### config.mk
export PLATFORM = sky130hd
export DESIGN_NAME = seq_mul_ctrl
export DESIGN_NICKNAME = d
export VERILOG_FILES = /design/src/rtl/seq_mul_ctrl.sv
export SDC_FILE = /design/constraint.sdc
export NUM_CORES = 1
export LEC_CHECK = 0
export ABC_AREA = 0
export BUFFER_PORTS_ARGS = -buffer_cell sky130_fd_sc_hd__buf_2
export CAP_MARGIN = 40
export CORE_MARGIN = 3
export CORE_UTILIZATION = 56
export DETAILED_ROUTE_END_ITERATION = 7
export HOLD_SLACK_MARGIN = 0.06
export PLACE_DENSITY = 0.79
export SYNTH_ARGS = -nofsm -noshare
export SYNTH_HDL_FRONTEND = slang
export SYNTH_SLANG_ARGS = --single-unit
### constraint.sdc
create_clock -name clk -period 10.2 [get_ports clk]
set_input_delay 1.53 -clock clk [delete_from_list [all_inputs] [get_ports clk]]
set_output_delay 1.53 -clock clk [all_outputs]
set_load 0.05 [all_outputs]
### src/rtl/seq_mul_ctrl.sv
// Sequencing controller: add/sub on one shared adder, unsigned multiply by iterative shift-add on that same adder.
// Optional feature macro MUL_EARLY_EXIT_EN: a multiply with a zero operand finishes after a single RUN step.
module seq_mul_ctrl #(
   parameter int WIDTH = 16,
   parameter int CNT_W = 5
) (
   input  logic               clk,
   input  logic               rst_n,
   input  logic               in_valid,
   output logic               in_ready,
   input  logic [WIDTH-1:0]   inputA,
   input  logic [WIDTH-1:0]   inputB,
   input  logic [1:0]         mode,
   output logic               out_valid,
   input  logic               out_ready,
   output logic [2*WIDTH-1:0] result,
   output logic               carry,
   output logic               overflow,
   output logic               err,
   output logic               busy
);

   typedef enum logic [1:0] {S_IDLE, S_RUN, S_DONE} state_t;

   localparam logic [CNT_W-1:0] CNT_MUL = CNT_W'(WIDTH);
   localparam logic [CNT_W-1:0] CNT_ONE = CNT_W'(1);

   state_t           state, state_nx;
   logic [WIDTH-1:0] a_q;
   logic [WIDTH-1:0] mplr;
   logic [1:0]       mode_q;
   logic [WIDTH:0]   acc;
   logic             ovf_q;
   logic [CNT_W-1:0] cnt;
   logic             skip;

   logic             is_mul;
   logic [CNT_W-1:0] n_ops;
   logic             last;
   logic [WIDTH-1:0] opa, opb;
   logic             cin;
   logic [WIDTH:0]   sum;
   logic [WIDTH:0]   step;
   logic             accept;

   // Signed overflow: carry out of the MSB differs from carry into the MSB.
   function automatic logic add_ovf(input logic a_msb, input logic b_msb,
                                    input logic [WIDTH:0] s);
      add_ovf = s[WIDTH] ^ (a_msb ^ b_msb ^ s[WIDTH-1]);
   endfunction

   assign in_ready = (state == S_IDLE);
   assign accept   = in_valid && in_ready;
   assign is_mul   = (mode_q == 2'b10);
   assign n_ops    = (is_mul && !skip) ? CNT_MUL : CNT_ONE;
   // The cycle after the last compute step writes the result registers.
   assign last     = (cnt == n_ops);

   // One shared adder: sub folds into add via inverted B and carry-in.
   assign opa  = is_mul ? acc[WIDTH-1:0] : a_q;
   assign opb  = is_mul ? a_q : (mplr ^ {WIDTH{mode_q[0]}});
   assign cin  = is_mul ? 1'b0 : mode_q[0];
   assign sum  = {1'b0, opa} + {1'b0, opb} + {{WIDTH{1'b0}}, cin};
   assign step = mplr[0] ? sum : acc;

`ifdef MUL_EARLY_EXIT_EN
   logic skip_q;
   always_ff @(posedge clk) begin
      if (accept)
         skip_q <= (mode == 2'b10) && ((inputA == '0) || (inputB == '0));
   end
   assign skip = skip_q;
`else
   assign skip = 1'b0;
`endif

   always_comb begin
      state_nx = state;
      case (state)
         S_IDLE:  if (in_valid) state_nx = S_RUN;
         S_RUN:   if (last) state_nx = S_DONE;
         S_DONE:  if (out_ready) state_nx = S_IDLE;
         default: state_nx = S_IDLE;
      endcase
   end

   always_ff @(posedge clk) begin
      if (!rst_n) begin
         state     <= S_IDLE;
         out_valid <= 1'b0;
         busy      <= 1'b0;
         result    <= '0;
         carry     <= 1'b0;
         overflow  <= 1'b0;
         err       <= 1'b0;
      end else begin
         state     <= state_nx;
         out_valid <= (state_nx == S_DONE);
         busy      <= (state_nx == S_RUN);
         if (state == S_RUN && last) begin
            case (mode_q)
               2'b10: begin
                  result   <= {acc[WIDTH-1:0], mplr};
                  carry    <= 1'b0;
                  overflow <= |acc[WIDTH-1:0];
                  err      <= 1'b0;
               end
               2'b11: begin
                  result   <= '0;
                  carry    <= 1'b0;
                  overflow <= 1'b0;
                  err      <= 1'b1;
               end
               default: begin
                  result   <= {{WIDTH{1'b0}}, acc[WIDTH-1:0]};
                  carry    <= acc[WIDTH];
                  overflow <= ovf_q;
                  err      <= 1'b0;
               end
            endcase
         end
      end
   end

   // Operand and working registers carry no reset; they are loaded on accept.
   always_ff @(posedge clk) begin
      if (accept) begin
         a_q    <= inputA;
         mplr   <= inputB;
         mode_q <= mode;
         acc    <= '0;
         ovf_q  <= 1'b0;
         cnt    <= '0;
      end else if (state == S_RUN && !last) begin
         cnt <= cnt + CNT_ONE;
         if (is_mul) begin
            if (skip) begin
               acc  <= '0;
               mplr <= '0;
            end else begin
               acc  <= {1'b0, step[WIDTH:1]};
               mplr <= {step[0], mplr[WIDTH-1:1]};
            end
         end else begin
            acc   <= sum;
            ovf_q <= add_ovf(opa[WIDTH-1], opb[WIDTH-1], sum);
         end
      end
   end

endmodule

==> results of run 1 <==
## critical path, cell delays in order, from the launching register on
cell	delay [ps]
sky130_fd_sc_hd__edfxtp_1	760
sky130_fd_sc_hd__inv_1	220
sky130_fd_sc_hd__o21ai_0	310
sky130_fd_sc_hd__fa_1	250
sky130_fd_sc_hd__inv_1	60
sky130_fd_sc_hd__fa_1	420
sky130_fd_sc_hd__a211oi_2	330
sky130_fd_sc_hd__o21a_1	190
sky130_fd_sc_hd__o221ai_1	170
sky130_fd_sc_hd__a21boi_1	320
sky130_fd_sc_hd__xnor2_1	110
sky130_fd_sc_hd__a221o_1	340
## synthesized netlist by cell type, types with 4 or more instances
cell                       number  area, sq um
sky130_fd_sc_hd__a211oi_1      17        127.6
sky130_fd_sc_hd__a21o_1         4        30.03
sky130_fd_sc_hd__a21oi_1       60        300.3
sky130_fd_sc_hd__a221oi_1      18        157.7
sky130_fd_sc_hd__a222oi_1       4        40.04
sky130_fd_sc_hd__a22oi_1        5        37.54
sky130_fd_sc_hd__buf_1          4        15.01
sky130_fd_sc_hd__buf_2          7        35.03
sky130_fd_sc_hd__clkbuf_1      29        108.9
sky130_fd_sc_hd__dfxtp_1       62         1241
sky130_fd_sc_hd__edfxtp_1      34         1021
sky130_fd_sc_hd__ha_1          16        200.2
sky130_fd_sc_hd__inv_1          7        26.28
sky130_fd_sc_hd__mux2_2        18        202.7
sky130_fd_sc_hd__mux2i_1        5        50.05
sky130_fd_sc_hd__nand2_1       89        334.1
sky130_fd_sc_hd__nand3_1       24        120.1
sky130_fd_sc_hd__nand4_1        8        50.05
sky130_fd_sc_hd__nor2_1        48        180.2
sky130_fd_sc_hd__nor2b_1       20        125.1
sky130_fd_sc_hd__nor3_1        19        95.09
sky130_fd_sc_hd__nor4_1         5        31.28
sky130_fd_sc_hd__o211ai_1       4        30.03
sky130_fd_sc_hd__o21ai_0       15        75.07
sky130_fd_sc_hd__xnor2_1        7        61.31
sky130_fd_sc_hd__xor2_1         8        70.07
## final timing paths
| path | cells past startpoint | from | end |
|---|---|---|---|
| max | 11 | mplr[0] | acc[14] |
| min | 2 | result[19] | result[19] |
| max reg2reg | 11 | mplr[0] | acc[14] |
| min reg2reg | 2 | result[19] | result[19] |
## layer usage
layer | wire length (microns) | track usage [%]
met1 | 5972 | 38.39
met2 | 6533 | 43.59
met3 | 1144 | 4.983
met4 | 480 | 11.20
met5 | 0 | 0
## area by class of cell
type / instances / area (sq um)
Fill cell: 758 / 3008
Multi-Input combinational cell: 441 / 2769
Sequential cell: 96 / 2262
Timing Repair Buffer: 83 / 503.0
Tap cell: 108 / 135.1
Clock buffer: 9 / 123.9
Clock inverter: 7 / 60.06
Inverter: 8 / 30.03
## through the flow
stage	total power [W]	instances	cell area, sq um	worst slack (ps)	hold WS [ps]
floorplan	0.0009696	585	5210	6856	441.2
global placement	0.001115	732	5602	6349	441.0
detailed placement	0.001138	735	5672	6219	445.1
CTS	0.001381	751	5856	6196	459.8
global route	0.001474	752	5883	6395	480.7
finish	0.001393	752	5883	6617	457.5
## registers in the layout, indices dropped and copies added, names as in the netlist
name,flops
result,32
mplr,16
overflow,1
carry,1
out_valid,1
acc,17
ovf_q,1
busy,1
a_q,16
err,1
state,2
mode_q,2
cnt,5
## report_power, final
| group | total (W) | switching [W] | internal, W |
|---|---|---|---|
| logic | 0.000553 | 0.000337 | 0.000217 |
| clock network | 0.000242 | 0.000148 | 0.0000941 |
| registers | 0.000597 | 0.000124 | 0.000473 |
## kinds of logic (layout without fill, tap and decap cells)
kind of cell,count (synthesis),after routing,synth area share (%)
multiplexers,24,24,5.283
adder cells (fa/ha/maj),18,18,4.611
buffers and inverters,48,107,3.626
AND/OR/NAND/NOR,227,227,19.93
XOR/XNOR,15,15,2.522
flip-flops,96,96,43.42
AO/OA/AOI/OAI,157,157,20.61
==> impl_summary.md, run 1 <==
Timing
Clock skew on the completed layout was measured at 12.34 ps. The count of final max-slew check failures is 0. The count of final setup violators is 0. The relative slew slack is 34.54%. The actual slew at the worst max-slew pin is 976.0 ps. The share of the cycle needed by the critical path after routing is 35.13%. Setup repair after global routing left no endpoint under its margin. The number of hold violations in the final report is 0. The fmax is 279.1 MHz. For the final routed database, the setup TNS stands at 0 ps. The shortest period the worst path allows is 3583 ps.

Cells and area
Leaving out fill and tap cells, the most frequent cell in the layout is sky130_fd_sc_hd__nand2_1. Relative to the synthesized area, the layout overhead comes to 12.92%. Measured on the finished design, the core utilization comes to 66.17%.

The share of layout cells above drive strength 1 is 20.03%. 0 antenna diodes ended up in the layout. The net count of the finished layout is 695.

In the layout the commonest cells are sky130_fd_sc_hd__nand2_1 (89), sky130_fd_sc_hd__buf_2 (75), sky130_fd_sc_hd__dfxtp_1 (62), sky130_fd_sc_hd__a21oi_1 (60), sky130_fd_sc_hd__nor2_1 (48).

Route
In this run the remaining antenna-violating nets after routing total 0. Summing over every cut layer, the via total after detailed routing is 4712. The average wire length per cell after detail routing is 18.79 microns. The via count normalized by instance count is 6.266. The total length of routed wires is 14130 microns.

The remaining routing DRC violations is 0. The detailed-router iteration count before antenna repair is 5. The detailed router finished its first iteration with 537 violations.

Logic synthesis
The number of synthesized flops with an enable pin is 34. For this run, the leading register cell type out of synthesis is sky130_fd_sc_hd__dfxtp_1. The share of flip-flops with an asynchronous set or reset after synthesis is 0%.

The Yosys step of the flow raised 0 warnings. The number of distinct library cells after synthesis is 57. Synthesis inferred 96 register bits. A synthesized cell averages 8.906 sq um. The synthesized cell area is 5210 sq um. The sequential fraction of the synthesis area is 43.42%. The number of instances in the synthesized netlist is 585.

The number of nets handed over by synthesis was 641.

Global routing
The number of antenna violations at the first check in global routing is 0. The number of global-route vias before repair came to 4310. The first global-routing pass estimated 22570 microns of wire. Summed over all layers, the global routing overflow is 0. Entering global routing, the biggest net connects 56 pins. The global routing usage summed across all routing layers is 27.89%.

Setup path
The maximum fanout along the worst path is 17. The worst setup path is launched from a flip-flop. The critical path is of the reg2reg type. The arrival time reported for the critical path endpoint is 3850 ps. The data required time of the worst path is 10470 ps. For flop-to-flop paths, the worst setup slack is 6620 ps.

The worst setup path is captured at a flip-flop.

Floorplanning
From bottom edge to top edge, the die measures 102.5 microns. The area of the die is 10500 sq um. The number of top-level design ports is 76. The floorplan has 34 rows. The horizontal die dimension is 102.5 microns.

The initial standard-cell utilization of the core is 58.60%. The placeable core region is 8891 sq um.

Place
The congestion estimate from routability-driven global placement came to 0.8858. After legalization and detailed placement, the total HPWL measured 10030 microns. The number of buffers inserted by port buffering is 75.

Clocking
TritonCTS built the clock tree. The post-cts resize count is 0. The clock tree root driver cell is sky130_fd_sc_hd__clkbuf_8. The total clock sinks is 96.

The clock tree synthesis step divided the H-tree into 3 levels. Hold repair after CTS inserted 0 buffers. No sink is reached through more buffers than the 2 on the longest clock path. The number of post-CTS setup repair buffers is 0. The number of buffers created by CTS is 9. Clock latency on the worst-skew pair, taken at its later pin, is 380 ps.

The clock slew at the register clock pins of the worst setup and hold paths is 110 ps.

Run
The number of max-cap violations is 0.

Status
The flow ran to the end, and the final reports show no timing, DRC or antenna violations.

Pwr
The highest ir drop seen on vdd is 0.1275 mV. Summed over all cells, the static leakage comes to 2.352 nW. The power density over the cells is 236.7 nW/um^2.

Hold path
The class of the most critical hold timing path is reg2reg.
No activity file was read; power rests on OpenSTA's default activity.
==> run 2, diff against run 1 <==
- CORE_UTILIZATION: 56 -> 52
- PLACE_DENSITY: 0.79 -> 0.78
- clock period: 10.2 -> 3.2 ns (I/O delays scaled with it)
==> impl_summary.md, run 2 (synthesized netlist as in run 1, its figures left out) <==
Setup path
STA classifies the critical path endpoint as a flip-flop. The cell that appears most often on the critical path is sky130_fd_sc_hd__fa_1. The type of the worst setup path is reg2reg. For the worst setup path, the data arrival time is 3280 ps. The critical path goes through buf_4, nand2b_4, mux2i_2, fa_1, inv_1, fa_1, a211oi_2, o21ai_0, a21o_1, xnor2_1, a222oi_1, nand3_1. Of all nets on the critical path, the largest fanout is 5. The count of buffering cells on the critical path with inverters included is 2. On the critical path the largest part of the delay comes from compound AO/OA/AOI/OAI gates. For this run, the slowest stage of the critical path takes 480 ps. The data required time of the worst path is 3450 ps. The library cell contributing the largest single delay on the critical path is sky130_fd_sc_hd__edfxtp_1. The worst setup path is launched from a flip-flop.

Floorplanning
The number of top-level design ports is 76. The placeable core region is 9503 sq um. From left edge to right edge, the die measures 106.1 microns. The number of placement rows is 35. The y dimension of the die is 106.1 microns. The floorplan step defined a die boundary enclosing 11260 sq um. For this configuration, the core starts out at a cell density of 54.83%.

Cells and area
Ranked by flip-flop count, first place goes to result. The sequential cell area is 2262 sq um. The count of filler cells inserted in the layout is 835.

The multi-input combinational cells in the finished layout cover a total of 2804 sq um. In the layout the commonest cells are sky130_fd_sc_hd__nand2_1 (88), sky130_fd_sc_hd__buf_2 (75), sky130_fd_sc_hd__dfxtp_1 (62), sky130_fd_sc_hd__a21oi_1 (57), sky130_fd_sc_hd__nor2_1 (48). 0 antenna diodes ended up in the layout. The share of layout cells above drive strength 1 is 24.29%. In the final layout, the registers with the most flip-flops are result (32), acc (17). From synthesis to final layout, the design area changed by 16.93%. The register with the most flip-flops in the layout has 32 of them.

The leading cell type in the layout, fill and taps excluded is sky130_fd_sc_hd__nand2_1. After routing the design area is 6092 sq um. For this run, the post-layout net count is 722.

Pwr
The analysis attributes to cell leakage a power of 2.453 nW. Summing internal, switching and leakage power gives 0.004607 W. The highest ir drop seen on vdd is 0.3479 mV.

For this design the ratio of total power to cell area is 756.2 nW/um^2.

Place
Once placement finished, the instance area stood at 5853 sq um. Detailed placement ended at an HPWL of 10970 microns. The placer's final routability congestion estimate is 0.9343. OpenSTA, run right after detailed placement, puts the worst setup slack at 87.78 ps. During placement, the flow inserted port buffers numbering 75.

Clocking
The number of buffers on the longest clock path is 2. The number of clock buffers added by TritonCTS is 9. The total clock sinks is 96.

The clock slew at the register clock pins of the worst setup and hold paths is 100 ps. At the later pin of the worst-skew pair, clock insertion delay measures 380 ps. The clock tree root driver cell is sky130_fd_sc_hd__clkbuf_8.

TritonCTS built the clock tree. The H-tree depth is 3. The quantity of hold-fixing buffers added after cts is 0.

Route
The via count normalized by instance count is 6.104. The final antenna-violating net count is 0. Summed over all layers, the routed wires come to 14890 microns.

Dividing the detail-routed wire length by the instance count gives 18.61 microns. The detailed-router iteration count before antenna repair is 8. The first routing iteration left 532 violations. Across all layers, the routed design uses 4883 vias. After detailed routing, the number of remaining DRC violations is 4.

Timing
Once routing completed, OpenROAD measured the worst setup slack at 164.0 ps. The fmax is 329.4 MHz. The number of hold violations in the final report was 0.

Setup repair after global routing could not meet its margin everywhere. The count of final max-slew check failures came to 0. For the final database, setup skew stands at 14.38 ps. For the pin with the worst max-slew slack, the measured transition is 922.9 ps.

The shortest period the worst path allows is 3036 ps. The relative slew slack is 38.10%. Setup violations remaining at the end of the flow were counted as 0. The share of the cycle needed by the critical path after routing is 94.87%.

Global routing
The maximum number of pins on one net before global-route repair is 46. The first-pass GRT wire length is 23410 microns. Global routing finished with a remaining overflow of 0. The number of global-route vias before repair is 4454. The number of antenna violations at the first check in global routing is 0. In the global route stage, overall resource usage came out at 26.43%.

Status
The checks that failed: DRC. The run finished, with violations left.

Run
The tool flagged a number of max-cap violations equal to 0.

Hold path
The class of the most critical hold timing path is in2reg.
==> run 2: cell types whose count changed in the layout (fill, tap and decap cells not counted), moves of 2 or more <==
cell / previous run / this run
sky130_fd_sc_hd__a21oi_1: 60 / 57
sky130_fd_sc_hd__clkinvlp_4: 0 / 2
sky130_fd_sc_hd__a21oi_2: 0 / 3
sky130_fd_sc_hd__buf_16: 3 / 0
sky130_fd_sc_hd__buf_4: 4 / 32
==> run 2: worst paths after layout <==
kind | startpoint | cells past startpoint | endpoint | slack [ps]
max | mode_q[1] | 12 | acc[12] | 160
min | mode[0] | 1 | mode_q[0] | 280
max reg2reg | mode_q[1] | 12 | acc[12] | 160
min reg2reg | result[28] | 2 | result[28] | 460
==> run 2: worst register-to-register path, cell delays in order (launching register included) <==
cell	delay (ps)
sky130_fd_sc_hd__edfxtp_1	480
sky130_fd_sc_hd__buf_4	190
sky130_fd_sc_hd__nand2b_4	70
sky130_fd_sc_hd__mux2i_2	240
sky130_fd_sc_hd__fa_1	220
sky130_fd_sc_hd__inv_1	60
sky130_fd_sc_hd__fa_1	400
sky130_fd_sc_hd__a211oi_2	290
sky130_fd_sc_hd__o21ai_0	150
sky130_fd_sc_hd__a21o_1	210
sky130_fd_sc_hd__xnor2_1	160
sky130_fd_sc_hd__a222oi_1	360
sky130_fd_sc_hd__nand3_1	100
==> run 2: report_power, final <==
group | leakage (nW) | internal, W | switching (W) | total, W
combinational | 1.54 | 0.000817 | 0.00126 | 0.00207
clock | 0.0858 | 0.000295 | 0.000463 | 0.000758
sequential | 0.830 | 0.00151 | 0.000267 | 0.00178
total | 2.45 | 0.00262 | 0.00199 | 0.00461
==> run 2: final cells by class <==
class                           instances  area share [%]
Sequential cell                        96           37.13
Timing Repair Buffer                  110           10.78
Inverter                                8          0.4929
Clock inverter                          6          0.8215
Tap cell                              129           2.649
Clock buffer                           10           2.095
Multi-Input combinational cell        441           46.03
==> run 2: metrics by stage <==
step	setup TNS [ps]	instances	util, %	hold slack [ps]
after global routing	-51.00	800	64.11	266.7
after floorplan	-3.693	585	-	441.2
after CTS	0	797	63.46	270.8
final	0	800	64.11	277.9
after detailed placement	0	781	61.59	445.3
after global placement	0	779	61.28	442.0
==> run 2: metal layers <==
metal / track usage, % / part of all wire, % / routed length (microns) / vias to the layer above
met3: 5.768 / 11 / 1577 / 42
met5: 0 / 0 / 0 / -
li1: - / - / - / 2311
met1: 36.09 / 41 / 6059 / 2244
met4: 8.696 / 3.2 / 473 / 0
met2: 41.85 / 46 / 6779 / 286
==> run 2: what timing repair did <==
item | in CTS | in global routing
resized for setup | 0 | 10
setup buffers | 0 | 3
setup endpoints to repair | 0 | 11
